===== src/rtl/xbus_timer.sv =====
// xbus_timer -- prescaled 32-bit compare timer with one-shot/periodic modes and level irq.
// Revision: 1.0
`default_nettype none

`ifndef XDATAW
`define XDATAW 32
`endif
`ifndef XBYTEC
`define XBYTEC 4
`endif
`ifndef XADDRW
`define XADDRW 32
`endif

module xbus_timer #(
  parameter int PRESC_W = 16
) (
  input  logic                 clk,
  input  logic                 rst,
  input  logic                 xbus_cs,
  input  logic                 xbus_we,
  input  logic [`XBYTEC-1:0]   xbus_be,
  input  logic [`XADDRW-1:0]   xbus_addr,
  input  logic [`XDATAW-1:0]   xbus_wdata,
  output logic [`XDATAW-1:0]   xbus_rdata,
  output logic                 irq
);

  localparam logic [2:0] c_OFF_CTRL   = 3'd0;
  localparam logic [2:0] c_OFF_PRESC  = 3'd1;
  localparam logic [2:0] c_OFF_COUNT  = 3'd2;
  localparam logic [2:0] c_OFF_CMP    = 3'd3;
  localparam logic [2:0] c_OFF_STATUS = 3'd4;

  function automatic logic [31:0] f_merge(input logic [31:0] old_v,
                                          input logic [31:0] new_v,
                                          input logic [3:0]  be);
    logic [31:0] res;
    res = old_v;
    for (int i = 0; i < 4; i++) begin
      if (be[i]) res[8*i +: 8] = new_v[8*i +: 8];
    end
    return res;
  endfunction

  logic [2:0]         ctrl_q, ctrl_d;     // {IRQ_EN, AUTO, EN}
  logic [PRESC_W-1:0] presc_q, presc_d;
  logic [PRESC_W-1:0] pcnt_q, pcnt_d;
  logic [31:0]        count_q, count_d;
  logic [31:0]        cmp_q, cmp_d;
  logic               match_q, match_d;
  logic [31:0]        rdata_q, rdata_d;

  logic        w_wr;
  logic        w_rd;
  logic [2:0]  w_sel;
  logic        w_tick;
  logic        w_hit;
  logic [31:0] w_presc_ext;
  logic        unused_addr_bits;

  assign w_wr   = xbus_cs & xbus_we;
  assign w_rd   = xbus_cs & ~xbus_we;
  assign w_sel  = xbus_addr[4:2];
  assign w_tick = ctrl_q[0] && (pcnt_q == presc_q);
  assign w_hit  = w_tick && (count_q == cmp_q);
  assign unused_addr_bits = ^{xbus_addr[`XADDRW-1:5], xbus_addr[1:0]};

  always_comb begin
    w_presc_ext = '0;
    w_presc_ext[PRESC_W-1:0] = presc_q;
  end

  always_comb begin
    ctrl_d  = ctrl_q;
    presc_d = presc_q;
    pcnt_d  = pcnt_q;
    count_d = count_q;
    cmp_d   = cmp_q;
    match_d = match_q;
    rdata_d = rdata_q;

    if (!ctrl_q[0] || w_tick) pcnt_d = '0;
    else                      pcnt_d = pcnt_q + PRESC_W'(1);

    if (w_tick) begin
      if (w_hit) begin
        match_d = 1'b1;
        if (ctrl_q[1]) count_d   = '0;
        else           ctrl_d[0] = 1'b0;
      end else begin
        count_d = count_q + 32'd1;
      end
    end

    // Software writes are applied on top of the tick update so they win.
    if (w_wr) begin
      case (w_sel)
        c_OFF_CTRL:   if (xbus_be[0]) ctrl_d = xbus_wdata[2:0];
        c_OFF_PRESC: begin
          for (int b = 0; b < PRESC_W; b++) begin
            if (xbus_be[b/8]) presc_d[b] = xbus_wdata[b];
          end
          pcnt_d = '0;
        end
        c_OFF_COUNT:  count_d = f_merge(count_d, xbus_wdata, xbus_be);
        c_OFF_CMP:    cmp_d   = f_merge(cmp_q, xbus_wdata, xbus_be);
        c_OFF_STATUS: if (xbus_be[0] && xbus_wdata[0] && !w_hit) match_d = 1'b0;
        default: ;
      endcase
    end

    if (w_rd) begin
      case (w_sel)
        c_OFF_CTRL:   rdata_d = {29'd0, ctrl_q};
        c_OFF_PRESC:  rdata_d = w_presc_ext;
        c_OFF_COUNT:  rdata_d = count_q;
        c_OFF_CMP:    rdata_d = cmp_q;
        c_OFF_STATUS: rdata_d = {31'd0, match_q};
        default:      rdata_d = '0;
      endcase
    end
  end

  always_ff @(posedge clk) begin
    if (rst) begin
      ctrl_q  <= '0;
      presc_q <= '0;
      pcnt_q  <= '0;
      count_q <= '0;
      cmp_q   <= '0;
      match_q <= 1'b0;
      rdata_q <= '0;
    end else begin
      ctrl_q  <= ctrl_d;
      presc_q <= presc_d;
      pcnt_q  <= pcnt_d;
      count_q <= count_d;
      cmp_q   <= cmp_d;
      match_q <= match_d;
      rdata_q <= rdata_d;
    end
  end

  assign xbus_rdata = rdata_q;
  assign irq        = match_q & ctrl_q[2];

endmodule

`default_nettype wire


===== config.mk =====
export PLATFORM = sky130hd
export DESIGN_NAME = xbus_timer
export DESIGN_NICKNAME = d
export VERILOG_FILES = /design/src/rtl/xbus_timer.sv
export SDC_FILE = /design/constraint.sdc
export NUM_CORES = 1
export LEC_CHECK = 0
export CORE_MARGIN = 3
export CORE_UTILIZATION = 35
export CTS_BUF_LIST = sky130_fd_sc_hd__clkbuf_4 sky130_fd_sc_hd__clkbuf_8 sky130_fd_sc_hd__clkbuf_16
export CTS_CLUSTER_DIAMETER = 60
export DETAILED_ROUTE_END_ITERATION = 10
export PLACE_DENSITY = 0.57
export SETUP_SLACK_MARGIN = 0.02
export SLEW_MARGIN = 10
export SYNTH_ARGS = -nofsm -noshare
export SYNTH_HDL_FRONTEND = slang
export SYNTH_SLANG_ARGS = --single-unit

===== constraint.sdc =====
create_clock -name clk -period 3.6 [get_ports clk]
set_clock_uncertainty 0.2 [all_clocks]
set_input_delay 0.72 -clock clk [delete_from_list [all_inputs] [get_ports clk]]
set_output_delay 0.72 -clock clk [all_outputs]
set_load 0.005 [all_outputs]

==> results.ini, run 1 <==
[hold_path]
whs_path_depth = 2
whs_endpoint = presc_q[0]
worstHoldStart = presc_q[0]
hp-class = flip-flop to flip-flop

[clocking]
clock_path_buffers = 2
cts_setup_buffers = 0
cts_num_sinks = 132
root_buffer = clkbuf_16
cts_resized = 0
cts_tree = done
htree_levels = 4
numCtsBuffers = 17
clkTransAtPathRegs_ps = 60
postCtsHoldBufs = 0
clock_latency_ps = 430

[drt]
wirelength_mm = 21.91
route.detailed.drc = 0
ant_nets = 0
firstDrtPassIters = 5
initialDrtViolationCount = 483
vias_per_cell = 5.478
wl_per_cell_um = 18.82
vias = 6376

[critical_path]
worstPathMaxFanout = 10
cp_slowest_cell = a311o_1
start_kind = flip-flop
worstPathRequired_ps = 3740
crit_family = compound AO/OA/AOI/OAI gates
path_cells = xnor2_1 > nand4_1 > nor4_2 > buf_4 > a311o_1 > buf_4 > o21ai_0 > a311oi_1
r2r_cells = 8
critical_path.max_stage_delay_ps = 480
end_kind = flip-flop
arrival_ps = 3210
r2r_setup_slack_ps = 530
r2r_start = cmp_q[12]
reg2reg_to = count_q[21]
cp.buffers_inverters = 2
criticalPathCategory = flip-flop to flip-flop
crit_top_cell = buf_4

[power_and_ir_drop]
p_leak_nw = 3.003
ir_drop_v = 0.0003512
pwr_density_cell_nw_per_um2 = 477.3

[yosys]
syn-cell-area_um2 = 6990
synth_edf_count = 0
synth-main-ff-cell = dfxtp_1
syn_nets = 895
yosysUniqueCellTypes = 61
seq_area_frac_synth = 0.3780
postSynthAreaPerCell_um2 = 8.515
synth_warnings = 0
synth_cells = 821
async_reset_ff_frac = 0
ys_seq_elements = 132

[grt]
grt_pass1_vias = 6057
track_usage = 0.2033
grt_antenna_before_repair = 0
grt_pass1_wl_mm = 34.40
grt_start_max_net_pins = 59
overflow = 0

[timing]
finalCritPeriodShare = 0.8524
setup_viol = 0
rsz0062_at_grt = false
worstMarginPinSlew_ps = 1004
final_hold_viol_count = 0
tns_ps = 0
fmax_mhz = 325.9
fin_hold_ws_ps = 293.5
min_period_ps = 3069
final_max_slew_viol_count = 0
slew_headroom = 0.3290

[placement]
place_inst = 1132
port_buffers = 75
dp_hpwl_mm = 15.80
gp_congestion = 0.8785

[finish]
mostFrequentLayoutCells = 147 x nor2_1, 132 x dfxtp_1, 74 x clkdlybuf4s50_1
final_common_cell = nor2_1
layout.nets = 960
drive_above_1_share = 0.1046
syn_to_final_growth_pct = 24.32
stdcell_count = 1164
antenna_cells = 0

[floorplan]
coreArea_um2 = 19530
start_util = 0.3580
die_w_um = 147.3
pin_count = 105
dieHeight_um = 147.3
row_count = 51
dieArea_um2 = 21700

[run_status]
outcome = complete, no violations

[job]
max_cap_violations = 0

[power by group]
group | switching [mW] | internal (mW) | total (mW)
Sequential | 0.0974 | 1.52 | 1.61
Clock | 0.641 | 1.18 | 1.82
Combinational | 0.432 | 0.280 | 0.712
Total | 1.17 | 2.98 | 4.15
[stage by stage]
step | util | power, mW | setup WS, ps | instance area [um2]
floorplan | - | 2.052 | 991.6 | 6990
global placement | 0.4130 | 2.340 | 482.1 | 8065
detailed placement | 0.4130 | 2.340 | 470.8 | 8065
CTS | 0.4451 | 4.169 | 623.2 | 8691
global route | 0.4451 | 4.309 | 410.8 | 8691
finish | 0.4451 | 4.148 | 531.3 | 8691
[state kept, by name, summed over array words and instances (netlist names)]
| register | count |
|---|---|
| cmp_q | 32 |
| count_q | 32 |
| presc_q | 16 |
| match_q | 1 |
| ctrl_q | 3 |
| pcnt_q | 16 |
| xbus_rdata | 32 |
[worst max path at each step]
stage            startpoint             to  slack [ps]  depth (start not counted)
2_1_floorplan    count_q[0]    count_q[28]         990                          9
3_3_place_gp   xbus_addr[2]  xbus_rdata[4]         480                          6
3_5_place_dp   xbus_addr[2]  xbus_rdata[8]         470                          6
4_1_cts           cmp_q[12]    count_q[21]         620                          8
5_1_grt           cmp_q[12]     count_q[7]         410                          8
6_report          cmp_q[12]    count_q[21]         530                          8
[synth_stat cells, types with 3 or more instances]
cell        n  area [um2]
a211oi_1    9       67.56
a21oi_1    13       65.06
a22o_1     25       219.0
a22oi_1    39       292.8
a311o_1     5       50.05
a311oi_1    7       61.31
a31oi_1    19       118.9
a32oi_1     3       26.28
and2_1     12       75.07
and3_1     13       81.33
and4_1      7       61.31
buf_1       4       15.01
buf_2      11       55.05
clkbuf_1   42       157.7
dfxtp_1   132        2643
inv_1      13       48.80
mux2_2     12       135.1
mux2i_1    50       500.5
nand2_1    51       191.4
nand2b_1    7       43.79
nand3_1    22       110.1
nand4_1    18       112.6
nor2_1    147       551.8
nor3_1     12       60.06
nor3b_1     3       22.52
nor4_1     10       62.56
o21ai_0    11       55.05
o21bai_1    7       52.55
o22ai_1     5       31.28
o31ai_1     3       22.52
or4_1       5       37.54
xnor2_1    40       350.3
xor2_1     22       192.7
[per-layer routing]
layer	part of all wire	vias up	global-route usage
met5	0	-	0
met4	0.027	0	0.07502
met3	0.046	36	0.03948
met2	0.46	180	0.3115
met1	0.47	3061	0.2850
li1	-	3099	-
[worst reg2reg max path, stage by stage (launching register included)]
cell	delay (ps)
dfxtp_1	330
xnor2_1	420
nand4_1	300
nor4_2	390
buf_4	220
a311o_1	480
buf_4	270
o21ai_0	120
a311oi_1	260
[logic make-up after synthesis]
family / Yosys count / share of synthesized area
AO/OA/AOI/OAI: 164 / 0.1743
XOR/XNOR: 62 / 0.07768
adder cells (fa/ha/maj): 2 / 0.003579
buffers and inverters: 74 / 0.04457
flip-flops: 132 / 0.3780
multiplexers: 64 / 0.09737
AND/OR/NAND/NOR: 323 / 0.2245
[area by class of cell]
cell class | instances | area [um2]
repair buffers | 107 | 1001
clock inverters | 8 | 122.6
flip-flops and latches | 132 | 2643
multi-input cells | 615 | 4041
inverters | 13 | 48.80
well taps | 265 | 331.6
clock buffers | 24 | 503.0
fillers | 1975 | 10840
Power figures use the tool's default switching activity.
==> run 2, diff against run 1 <==
--- a/config.mk
+++ b/config.mk
@@ -12,6 +12,7 @@
 export DETAILED_ROUTE_END_ITERATION = 10
 export PLACE_DENSITY = 0.57
 export SETUP_SLACK_MARGIN = 0.02
+export SKIP_CTS_REPAIR_TIMING = 1
 export SLEW_MARGIN = 10
 export SYNTH_ARGS = -nofsm -noshare
 export SYNTH_HDL_FRONTEND = slang
==> results of run 2 <==
Final layout, timing and power as in run 1 (identical DEF).
==> run 3, diff against run 2 <==
--- a/config.mk
+++ b/config.mk
@@ -13,6 +13,7 @@
 export PLACE_DENSITY = 0.57
 export SETUP_SLACK_MARGIN = 0.02
 export SKIP_CTS_REPAIR_TIMING = 1
+export SKIP_LAST_GASP = 1
 export SLEW_MARGIN = 10
 export SYNTH_ARGS = -nofsm -noshare
 export SYNTH_HDL_FRONTEND = slang
==> results of run 3 <==
Final layout, timing and power as in run 1 (identical DEF).
